## config.mk

```make
export PLATFORM = sky130hd
export DESIGN_NAME = memory_store
export DESIGN_NICKNAME = d
export VERILOG_FILES = /design/src/rtl/mem_pkg.sv /design/src/rtl/memory_store.sv
export SDC_FILE = /design/constraint.sdc
export NUM_CORES = 1
export LEC_CHECK = 0
export CORE_MARGIN = 2
export CORE_UTILIZATION = 40
export CTS_CLUSTER_DIAMETER = 150
export DETAILED_ROUTE_END_ITERATION = 8
export DONT_BUFFER_PORTS = 1
export GPL_ROUTABILITY_DRIVEN = 0
export PLACE_DENSITY = 0.54
export SYNTH_ARGS = -nofsm -noshare
export SYNTH_HDL_FRONTEND = slang
export SYNTH_SLANG_ARGS = --single-unit
export TNS_END_PERCENT = 10
```

## constraint.sdc

```tcl
create_clock -name CLK -period 5.9 [get_ports CLK]
set_input_delay 0.885 -clock CLK [delete_from_list [all_inputs] [get_ports CLK]]
set_output_delay 0.885 -clock CLK [all_outputs]
set_load 0.005 [all_outputs]
```

## src/rtl/mem_pkg.sv

```systemverilog
// Shared memory-path definitions: lane geometry and FSM encodings for the vector
// load and store sides.
package mem_pkg;

    localparam int unsigned LANE_W = 16;
    localparam int unsigned LANES  = 3;
    localparam int unsigned VEC_W  = LANES * LANE_W;
    localparam int unsigned ADDR_W = 32;

    // Store side: serialise one vector into LANES single-lane writes
    typedef enum logic [1:0] {
        StIdle,
        StWrite,
        StDone
    } store_state_e;

    // Load side: gather LANES single-lane reads into one vector
    localparam int unsigned LOAD_LANES   = LANES;
    localparam int unsigned LOAD_DATA_W  = LANE_W;
    localparam int unsigned LOAD_RESULT_W = VEC_W;

    typedef enum logic [1:0] {
        LdIdle,
        LdRead,
        LdDone
    } load_state_e;

    // Lane address, wrapping modulo 2^ADDR_W
    function automatic logic [ADDR_W-1:0] lane_addr(input logic [ADDR_W-1:0] base,
                                                    input logic [ADDR_W-1:0] idx,
                                                    input logic [ADDR_W-1:0] step);
        return base + idx * step;
    endfunction

endpackage

```

## src/rtl/memory_store.sv

```systemverilog
// Vector store serialiser: latches one LANES x LANE_W vector plus a base address and
// writes it to a lane-wide memory one lane per CLK_MEM strobe, then pulses HANDSHAKE.
module memory_store #(
    parameter int unsigned LANES     = mem_pkg::LANES,
    parameter int unsigned LANE_W    = mem_pkg::LANE_W,
    parameter int unsigned ADDR_STEP = 1
) (
    input  logic                    CLK,
    input  logic                    RESET,
    input  logic                    CLK_MEM,
    input  logic                    START,
    input  logic [31:0]             ADDRESS,
    input  logic [LANES*LANE_W-1:0] WRITE,
    output logic                    BUSY,
    output logic                    HANDSHAKE,
    output logic                    WE_MEM,
    output logic [31:0]             ADDRESS_MEM,
    output logic [LANE_W-1:0]       WRITE_MEM
);
    import mem_pkg::*;

    localparam int unsigned VEC_BITS   = LANES * LANE_W;
    localparam int unsigned LANE_CNT_W = (LANES > 1) ? $clog2(LANES) : 1;
    localparam logic [LANE_CNT_W-1:0] LAST_LANE = LANE_CNT_W'(LANES - 1);

    store_state_e            state_q;
    logic [31:0]             base_q;
    logic [VEC_BITS-1:0]     data_q;
    logic [LANE_CNT_W-1:0]   lane_q;
    logic                    busy_q;
    logic                    hs_q;
    logic                    we_q;
    logic [31:0]             addr_q;
    logic [LANE_W-1:0]       wdata_q;

    logic [LANE_CNT_W-1:0]   lane_nx;
    logic [LANE_W-1:0]       nx_word;
    logic [31:0]             nx_addr;

    // Address and data of the lane that follows the one currently on the bus
    always_comb begin
        lane_nx = lane_q + LANE_CNT_W'(1);
        nx_word = '0;
        for (int i = 0; i < int'(LANES); i++) begin
            if (lane_nx == LANE_CNT_W'(i)) begin
                nx_word = data_q[i*LANE_W +: LANE_W];
            end
        end
        nx_addr = lane_addr(base_q, 32'(lane_nx), 32'(ADDR_STEP));
    end

    // Store FSM; outputs are registered alongside the state so they follow it exactly
    always_ff @(posedge CLK or posedge RESET) begin
        if (RESET) begin
            state_q <= StIdle;
            base_q  <= '0;
            data_q  <= '0;
            lane_q  <= '0;
            busy_q  <= 1'b0;
            hs_q    <= 1'b0;
            we_q    <= 1'b0;
            addr_q  <= '0;
            wdata_q <= '0;
        end else if (CLK_MEM) begin
            case (state_q)
                StIdle: begin
                    if (START) begin
                        state_q <= StWrite;
                        base_q  <= ADDRESS;
                        data_q  <= WRITE;
                        lane_q  <= '0;
                        busy_q  <= 1'b1;
                        we_q    <= 1'b1;
                        addr_q  <= ADDRESS;
                        wdata_q <= WRITE[LANE_W-1:0];
                    end
                end
                StWrite: begin
                    if (lane_q > LAST_LANE) begin
                        // Out-of-range lane counter: abandon rather than write garbage
                        state_q <= StIdle;
                        lane_q  <= '0;
                        busy_q  <= 1'b0;
                        we_q    <= 1'b0;
                        addr_q  <= base_q;
                        wdata_q <= data_q[LANE_W-1:0];
                    end else if (lane_q == LAST_LANE) begin
                        state_q <= StDone;
                        hs_q    <= 1'b1;
                        we_q    <= 1'b0;
                        addr_q  <= base_q;
                        wdata_q <= data_q[LANE_W-1:0];
                    end else begin
                        lane_q  <= lane_nx;
                        addr_q  <= nx_addr;
                        wdata_q <= nx_word;
                    end
                end
                StDone: begin
                    state_q <= StIdle;
                    lane_q  <= '0;
                    busy_q  <= 1'b0;
                    hs_q    <= 1'b0;
                end
                default: begin
                    state_q <= StIdle;
                    lane_q  <= '0;
                    busy_q  <= 1'b0;
                    hs_q    <= 1'b0;
                    we_q    <= 1'b0;
                    addr_q  <= base_q;
                    wdata_q <= data_q[LANE_W-1:0];
                end
            endcase
        end
    end

    assign BUSY        = busy_q;
    assign HANDSHAKE   = hs_q;
    assign WE_MEM      = we_q;
    assign ADDRESS_MEM = addr_q;
    assign WRITE_MEM   = wdata_q;

endmodule

```

==> results of run 1 <==
## registers in the layout, summed over array words and instances, names as in the netlist
name / cells
ADDRESS_MEM: 32
BUSY: 1
HANDSHAKE: 1
WE_MEM: 1
WRITE_MEM: 16
base_q: 32
data_q: 48
lane_q: 2
state_q: 2
## cell type report
cell class                      instances  area (um^2)
Fill cell                            1613         9080
Sequential cell                       135         3380
Multi-Input combinational cell        587         3200
Clock buffer                           18          439
Tap cell                              220          275
Clock inverter                         14          151
Timing Repair Buffer                    8         60.1
Inverter                               14         57.6
## placed cells by master (no fill, tap or decap), drive strengths merged, types with 4 or more instances in the layout
| cell | instances |
|---|---|
| ha | 8 |
| a221oi | 10 |
| o22ai | 8 |
| a41oi | 7 |
| nor3 | 11 |
| o211ai | 5 |
| nor4 | 7 |
| a22o | 18 |
| a222oi | 16 |
| a211oi | 5 |
| o21ai | 49 |
| clkbuf | 18 |
| nand2 | 284 |
| a21oi | 17 |
| nor2 | 32 |
| and4 | 6 |
| dfrtp | 135 |
| buf | 8 |
| inv | 24 |
| nand3 | 13 |
| o2bb2ai | 5 |
| a31oi | 7 |
| xor2 | 11 |
| nand4 | 8 |
| and3 | 10 |
| a32o | 4 |
## cells by family (layout without fill, tap and decap cells)
family | Yosys count | in the layout | share of synthesized area [%]
XOR/XNOR | 14 | 14 | 1.79
flip-flops | 135 | 135 | 49.3
buffers and inverters | 76 | 54 | 4.42
AND/OR/NAND/NOR | 385 | 385 | 23.7
adder cells (fa/ha/maj) | 9 | 9 | 1.75
AO/OA/AOI/OAI | 175 | 175 | 18.4
multiplexers | 4 | 4 | 0.603
## metrics by stage
stage	hold WS, ns	util [%]	power (mW)	cell area [um^2]	setup WS [ns]
final	0.460	45.4	4.43	7560	2.41
after global routing	0.493	45.4	4.77	7560	2.20
after CTS	0.480	45.4	4.46	7560	2.45
after detailed placement	0.464	41.9	3.37	6970	2.46
after global placement	0.459	41.9	3.32	6970	2.55
after floorplan	0.446	-	2.87	6850	1.40
## path summary, 6_finish.rpt
kind	start	end	slack, ns	cells after the start
max in group asynchronous	RESET	ADDRESS_MEM[0]	4.27	2
min in group CLK	data_q[40]	data_q[40]	0.48	2
min reg2reg	data_q[40]	data_q[40]	0.48	2
max reg2reg	lane_q[0]	ADDRESS_MEM[30]	2.41	9
min	RESET	ADDRESS_MEM[26]	0.46	1
max	lane_q[0]	ADDRESS_MEM[30]	2.41	9
## routing by layer
metal | wire length (um) | global-route usage, %
met2 | 9280 | 35.6
met1 | 8470 | 29.5
met3 | 2030 | 9.01
met5 | 0 | 0
met4 | 256 | 7.02
## power groups by stage
stage | registers, mW | clock network [mW] | logic [mW]
finish | 1.78 | 1.07 | 1.58
global route | 1.84 | 1.14 | 1.79
CTS | 1.78 | 1.09 | 1.58
detailed placement | 1.80 | 0 | 1.57
global placement | 1.78 | 0 | 1.54
floorplan | 1.64 | 0 | 1.23
## critical path: cells and delay by family, from the launching register on
family | cells | cell delay, ns
AO/OA/AOI/OAI | 1 | 0.21
flip-flops | 1 | 0.44
adder cells (fa/ha/maj) | 2 | 0.80
XOR/XNOR | 1 | 0.20
buffers and inverters | 2 | 0.20
AND/OR/NAND/NOR | 3 | 1.56
==> summary.log, run 1 <==
[pwr] IR Drop Worst-Case VDD 246 uV
[synth] post-synth top area share 49.3%
[synth] Synth async-reset ratio 100%
[detailed_routing] drt first pass iters 8
[clock_network] Max clock buf depth 2
[synth] synthesis-stage register bit count 135
[grt] total gr overflow 0
[detailed_routing] detailed router's first-iteration violation count 534
[setup_path] worst path cell trace inv_1 -> ha_1 -> inv_1 -> fa_1 -> or4b_1 -> nor3_1 -> nand4_1 -> xor2_1 -> a41oi_1
[clock_network] maximum level of the CTS H-tree 4
[timing] Sum Neg Setup Slack 0 ns
[die] Chip Width 135 um
[pwr] static power due to leakage 3.43 nW
[detailed_routing] # DRC 0
[synth] most common library cells after synthesis 284 x sky130_fd_sc_hd__nand2_1, 135 x sky130_fd_sc_hd__dfrtp_1, 53 x sky130_fd_sc_hd__clkbuf_1, 41 x sky130_fd_sc_hd__o21ai_0, 32 x sky130_fd_sc_hd__nor2_1
[detailed_routing] wire length after detailed routing 20.0 mm
[setup_path] highest fanout seen on the critical path 7
[placed_design] port bufs 0
[cells_and_area] share of final-layout standard cells stronger than drive strength 1 6.70%
[timing] count of pins over their slew limit 0
[clock_network] clock tree from TritonCTS done
[timing] min cycle time layout 3.49 ns
[timing] count of final hold-check violations 0
[detailed_routing] via count 5853
[clock_network] clock latency on the worst-skew pair 0.43 ns
[clock_network] clk sink count 135
[run] Max-cap violations 0
[detailed_routing] Via-to-Cell Ratio 5.88
[cells_and_area] area growth from synthesis to layout 10.4%
[grt] wire length of the first global-routing pass 32.3 mm
[setup_path] CP peak stage delay 0.80 ns
[grt] vias in the first global route 5802
[die] die area 0.0182 mm^2
[setup_path] crit path max-delay cell type sky130_fd_sc_hd__nor3_1
[setup_path] data arrival time of the critical path 3.82 ns
[pwr] switching share of power 42.1%
[timing] f_max 287 MHz
[detailed_routing] WL/cell 20.1 um
[cells_and_area] non-filler cells in the finished layout 996
[setup_path] cell repeated most along the worst path sky130_fd_sc_hd__inv_1
[synth] most instantiated library cell after synthesis sky130_fd_sc_hd__nand2_1
[synth] number of enable flip-flop cells after synthesis 0
[synth] prevailing post-synth register cell sky130_fd_sc_hd__dfrtp_1
[synth] leading area contributor after synthesis sky130_fd_sc_hd__dfrtp_1
[grt] GRT Total Usage 22.9%
[clock_network] cell at the root of the clock tree sky130_fd_sc_hd__clkbuf_16
[timing] Layout Skew 0.0103 ns
[pwr] total power per unit cell area 586 mW/mm^2
[clock_network] number of buffers added by the clock tree synthesis step 17
[clock_network] Post-CTS Repair Setup Buffers 0
[timing] number of setup violations in the final report 0
[synth] Mapped Cells 798
[pwr] switching power of the nets 1.87 mW
[synth] Synth cell types 61
[placed_design] number of placed cells counting well taps 964
[synth] cell types occupying the most area after synthesis sky130_fd_sc_hd__dfrtp_1 49%, sky130_fd_sc_hd__nand2_1 16%, sky130_fd_sc_hd__o21ai_0 3.0%, sky130_fd_sc_hd__clkbuf_1 2.9%, sky130_fd_sc_hd__a222oi_1 2.3%
[hold_path] path category of the worst min-delay check input port to asynchronous set/reset pin
[timing] Slew Limit Headroom 20.5%
[clock_network] cells resized by post-CTS repair 0
[die] DIE HEIGHT 135 um
[synth] sequential area share after synthesis 49.3%
[setup_path] Worst Setup Path Type flip-flop to flip-flop
[timing] fraction of the cycle the final worst path needs 59.1%
[pwr] P_int 2.56 mW
[clock_network] clock transition at the registers of the reported paths 0.07 ns
[synth] Syn Std Cell Area 0.00685 mm^2
[timing] unrepaired setup endpoints after global routing no
[synth] nets in the synthesized netlist 891
[pwr] relative contribution of combinational cells to total power 35.6%
[pwr] sequential share of power 40.2%
[grt] initial antenna violation count 0
[status] result of the run complete, no violations
[synth] Ys Warns 0
[clock_network] number of buffers added to fix hold violations after cts 0
[grt] maximum number of pins on one net before global-route repair 87
[setup_path] element type at the critical path end flip-flop
[die] count of boundary I/O pins 135
[die] core area 0.0166 mm^2
[placed_design] post-detailed-placement half-perimeter wirelength 12.8 mm
[pwr] relative contribution of the clock network to total power 24.2%
[die] number of rows in the core area 47
[cells_and_area] Inserted Diodes 0
[detailed_routing] remaining number of nets flagged by the antenna check after routing 0
[setup_path] worst path required time 6.24 ns
[die] effective utilization at floorplan 41.2%
[setup_path] startpoint class of the critical path flip-flop
[synth] synthesized area per cell 8.58 um^2
[cells_and_area] number of nets in the layout 856
[timing] worst slew pin tran 1.19 ns
Power figures use the tool's default switching activity.
==> inputs of run 2 (changes only) <==
- clock period: 5.9 -> 3.3 ns (I/O delays scaled with it)
==> summary.log, run 2 (synthesis gave the netlist of run 1 again) <==
[status] result of the run complete, no violations
[hold_path] path category of the worst min-delay check input port to asynchronous set/reset pin
[timing] count of final hold-check violations 0
[timing] unrepaired setup endpoints after global routing no
[detailed_routing] wire length on met3 1.57 mm
[cells_and_area] leading cell type in the layout, fill and taps excluded sky130_fd_sc_hd__nand2_1
[clock_network] number of buffers added to fix hold violations after cts 0
[pwr] total power per unit cell area 1050 mW/mm^2
[timing] number of setup violations in the final report 0
[setup_path] worst path required time 3.63 ns
[timing] worst slew pin tran 0.941 ns
[timing] Layout Skew 0.00980 ns
[clock_network] cells resized by post-CTS repair 0
[setup_path] reg-to-reg slack, setup 0.30 ns
[placed_design] post-detailed-placement half-perimeter wirelength 13.6 mm
[grt] initial antenna violation count 0
[die] number of rows in the core area 47
[timing] Sum Neg Setup Slack 0 ns
[clock_network] cell at the root of the clock tree sky130_fd_sc_hd__clkbuf_16
[clock_network] Max clock buf depth 2
[setup_path] crit path max-delay cell type sky130_fd_sc_hd__or4b_1
[setup_path] cell repeated most along the worst path sky130_fd_sc_hd__inv_1
[die] effective utilization at floorplan 41.2%
[die] count of boundary I/O pins 135
[grt] total gr overflow 0
[timing] fraction of the cycle the final worst path needs 91.0%
[cells_and_area] Inserted Diodes 0
[detailed_routing] WL met1 8.76 mm
[pwr] static power due to leakage 3.51 nW
[pwr] IR Drop Worst-Case VDD 455 uV
[setup_path] Worst Setup Path Type flip-flop to flip-flop
[detailed_routing] wire length after detailed routing 20.3 mm
[timing] Slew Limit Headroom 37.0%
[grt] vias in the first global route 5911
[run] Max-cap violations 0
[setup_path] element type at the critical path end flip-flop
[die] DIE HEIGHT 135 um
[placed_design] port bufs 0
[pwr] overall power 8.12 mW
[detailed_routing] WL met2 9.66 mm
[cells_and_area] largest register by flop count data_q
[detailed_routing] top layer reached by signal wires met4
[setup_path] highest fanout seen on the critical path 7
[die] core area 0.0166 mm^2
[clock_network] maximum level of the CTS H-tree 4
[cells_and_area] number of nets in the layout 871
[setup_path] r2r startpoint lane_q[1]
[detailed_routing] remaining number of nets flagged by the antenna check after routing 0
[setup_path] startpoint class of the critical path flip-flop
[clock_network] clock transition at the registers of the reported paths 0.06 ns
[die] Chip Width 135 um
[timing] count of pins over their slew limit 0
[detailed_routing] detailed router's first-iteration violation count 380
[die] die area 0.0182 mm^2
[grt] GRT Total Usage 23.1%
[grt] maximum number of pins on one net before global-route repair 77
[grt] wire length of the first global-routing pass 32.6 mm
[detailed_routing] via count 5885
[setup_path] Critical R2R Capture ADDRESS_MEM[26]
[setup_path] data arrival time of the critical path 3.33 ns
[cells_and_area] flip-flop count of the largest register after layout 48
[setup_path] worst path cell trace inv_1 -> ha_1 -> inv_1 -> fa_1 -> or4b_1 -> nor3_1 -> buf_4 -> nand3_1 -> xor2_1 -> a41oi_1
[detailed_routing] WL/cell 20.1 um
[detailed_routing] Via-to-Cell Ratio 5.82
[setup_path] R2R cell count 10
[detailed_routing] # DRC 0
[timing] f_max 333 MHz
[cells_and_area] area growth from synthesis to layout 12.8%
[cells_and_area] share of final-layout standard cells stronger than drive strength 1 8.34%
[clock_network] Post-CTS Repair Setup Buffers 0
[detailed_routing] drt first pass iters 7
[clock_network] clock latency on the worst-skew pair 0.42 ns
[setup_path] CP peak stage delay 0.54 ns
[cells_and_area] commonest non-fill, non-tap cells in the layout 284 x sky130_fd_sc_hd__nand2_1, 135 x sky130_fd_sc_hd__dfrtp_1, 41 x sky130_fd_sc_hd__o21ai_0, 31 x sky130_fd_sc_hd__nor2_1, 21 x sky130_fd_sc_hd__buf_4
[clock_network] clk sink count 135
[timing] min cycle time layout 3.00 ns
[clock_network] number of buffers added by the clock tree synthesis step 17
[clock_network] clock tree from TritonCTS done
==> run 2: worst max path at each step <==
stage               from  cells after the start  slack, ns         endpoint
3_3_place_gp   lane_q[0]                     10       0.37  ADDRESS_MEM[22]
4_1_cts        lane_q[1]                     10       0.26  ADDRESS_MEM[26]
3_5_place_dp   lane_q[0]                     10       0.28  ADDRESS_MEM[30]
6_report       lane_q[1]                     10       0.30  ADDRESS_MEM[26]
5_1_grt        lane_q[1]                     10       0.09  ADDRESS_MEM[26]
2_1_floorplan  lane_q[0]                     10       0.34  ADDRESS_MEM[31]
==> run 2: metrics by stage <==
step	setup slack (ns)	instances	hold slack (ns)	utilization (%)	area (um^2)
2_1_floorplan	0.335	798	0.446	-	6850
3_3_place_gp	0.365	979	0.460	42.7	7110
3_5_place_dp	0.285	979	0.464	42.7	7110
4_1_cts	0.264	1011	0.119	46.4	7730
5_1_grt	0.0932	1011	0.148	46.4	7730
6_report	0.297	1011	0.105	46.4	7730
==> run 2: critical path, delay by kind of cell (launching register included) <==
family / cells / cell delay, ns
compound gates: 1 / 0.22
fa+ha+maj: 2 / 0.78
buf+inv: 3 / 0.37
xor+xnor: 1 / 0.16
simple gates: 3 / 0.91
flops: 1 / 0.48
==> run 2: per-layer routing <==
metal  vias up  global-route usage, %
met4         0                   8.30
met2       204                   36.7
li1       2748                      -
met5         -                      0
met1      2908                   29.8
met3        25                   7.09
==> run 2: area by class of cell <==
cell class	instances	area (um^2)
well taps	220	275
clock inverters	12	166
multi-input cells	587	3200
clock buffers	20	457
flip-flops and latches	135	3380
fillers	1660	8910
inverters	14	56.3
repair buffers	23	198
==> run 2: power by group <==
group	switching [mW]	total (mW)	internal, mW	leakage (nW)
Combinational	1.79	2.92	1.13	1.55
Clock	0.766	2.01	1.24	0.298
Sequential	0.759	3.20	2.44	1.67
==> inputs of run 3 (changes only) <==
- PLACE_DENSITY: 0.54 -> 0.61
==> summary.log, run 3 (synthesis gave the netlist of run 1 again) <==
[timing] final worst hold slack 0.0599 ns
[cells_and_area] flip-flop count of the largest register after layout 48
[setup_path] R2R cell count 7
[detailed_routing] # DRC 0
[cells_and_area] commonest non-fill, non-tap cells in the layout 284 x sky130_fd_sc_hd__nand2_1, 135 x sky130_fd_sc_hd__dfrtp_1, 41 x sky130_fd_sc_hd__o21ai_0, 31 x sky130_fd_sc_hd__nor2_1, 18 x sky130_fd_sc_hd__a22o_1
[clock_network] clk sink count 135
[pwr] total power per unit cell area 1040 mW/mm^2
[detailed_routing] WL/cell 19.9 um
[detailed_routing] drt first pass iters 5
[placed_design] post-detailed-placement half-perimeter wirelength 13.2 mm
[grt] vias in the first global route 5757
[cells_and_area] largest register by flop count data_q
[timing] setup ws final 0.190 ns
[die] Chip Width 135 um
[timing] number of setup violations in the final report 0
[setup_path] highest fanout seen on the critical path 9
[cells_and_area] number of nets in the layout 867
[timing] unrepaired setup endpoints after global routing no
[clock_network] number of buffers added to fix hold violations after cts 0
[cells_and_area] area growth from synthesis to layout 12.2%
[timing] Layout Skew 0.00792 ns
[cells_and_area] Inserted Diodes 0
[grt] maximum number of pins on one net before global-route repair 69
[die] DIE HEIGHT 135 um
[pwr] overall power 8.03 mW
[cells_and_area] final design utilization 46.2%
[timing] min cycle time layout 3.11 ns
[cells_and_area] non-filler cells in the finished layout 1007
[timing] Sum Neg Setup Slack 0 ns
[detailed_routing] wire length after detailed routing 20.1 mm
[detailed_routing] via count 5908
[clock_network] maximum level of the CTS H-tree 4
[timing] fraction of the cycle the final worst path needs 94.2%
[clock_network] clock transition at the registers of the reported paths 0.06 ns
[pwr] IR Drop Worst-Case VDD 472 uV
[setup_path] element type at the critical path end flip-flop
[clock_network] Max clock buf depth 2
[grt] wire length of the first global-routing pass 31.7 mm
[grt] total gr overflow 0
[clock_network] clock tree from TritonCTS done
[setup_path] startpoint class of the critical path flip-flop
[clock_network] Post-CTS Repair Setup Buffers 0
[die] effective utilization at floorplan 41.2%
[detailed_routing] Via-to-Cell Ratio 5.87
[setup_path] data arrival time of the critical path 3.45 ns
[timing] count of final hold-check violations 0
[cells_and_area] leading cell type in the layout, fill and taps excluded sky130_fd_sc_hd__nand2_1
[cells_and_area] final standard cell area without fillers 0.00769 mm^2
[detailed_routing] detailed router's first-iteration violation count 506
[run] Max-cap violations 0
[detailed_routing] remaining number of nets flagged by the antenna check after routing 0
[die] count of boundary I/O pins 135
[placed_design] port bufs 0
[setup_path] reg-to-reg slack, setup 0.19 ns
[placed_design] number of placed cells counting well taps 975
[timing] count of pins over their slew limit 0
[grt] GRT Total Usage 22.4%
[timing] worst slew pin tran 1.20 ns
[grt] initial antenna violation count 0
[setup_path] worst path required time 3.64 ns
[die] number of rows in the core area 47
[cells_and_area] share of final-layout standard cells stronger than drive strength 1 8.01%
[pwr] static power due to leakage 3.50 nW
[clock_network] cell at the root of the clock tree sky130_fd_sc_hd__clkbuf_16
[placed_design] post-place instance area 0.00709 mm^2
[hold_path] path category of the worst min-delay check input port to asynchronous set/reset pin
[status] result of the run complete, no violations
[clock_network] clock latency on the worst-skew pair 0.43 ns
[clock_network] number of buffers added by the clock tree synthesis step 17
[timing] f_max 322 MHz
[die] die area 0.0182 mm^2
[placed_design] post-placement setup slack 0.197 ns
[setup_path] Worst Setup Path Type flip-flop to flip-flop
[timing] Slew Limit Headroom 19.6%
[die] core area 0.0166 mm^2
[clock_network] cells resized by post-CTS repair 0
==> run 3: layout make-up <==
type	count	area [um^2]
multi-input combinational	587	3200
timing repair buffer	19	180
sequential	135	3380
tap	220	275
clock buffer	18	439
inverter	14	56.3
clock inverter	14	160
fill	1605	8950
==> run 3: report_power, final <==
group | internal, mW | switching (mW) | total (mW)
clock network | 1.15 | 0.786 | 1.94
registers | 2.44 | 0.751 | 3.19
logic | 1.10 | 1.80 | 2.90
==> run 3: metal layers <==
layer / vias up / wire length, um / track usage (%)
met5: - / 0 / 0
met4: 0 / 230 / 5.38
met3: 23 / 1870 / 7.70
met2: 252 / 9330 / 35.8
met1: 2887 / 8630 / 29.6
li1: 2746 / - / -
==> run 3: critical path: stages, from the launching register on <==
cell and delay (ns):
sky130_fd_sc_hd__dfrtp_1 0.45, sky130_fd_sc_hd__inv_1 0.13, sky130_fd_sc_hd__ha_1 0.32, sky130_fd_sc_hd__or3b_1 0.54, sky130_fd_sc_hd__or4_4 0.63, sky130_fd_sc_hd__or4_4 0.56
sky130_fd_sc_hd__xor2_1 0.16, sky130_fd_sc_hd__a221oi_2 0.23
==> run 3: path summary, 6_finish.rpt <==
path | endpoint | start
max | ADDRESS_MEM[31] | lane_q[0]
min | WRITE_MEM[2] | RESET
max reg2reg | ADDRESS_MEM[31] | lane_q[0]
min reg2reg | data_q[22] | data_q[22]
max in group asynchronous | base_q[21] | RESET
min in group CLK | HANDSHAKE | CLK_MEM
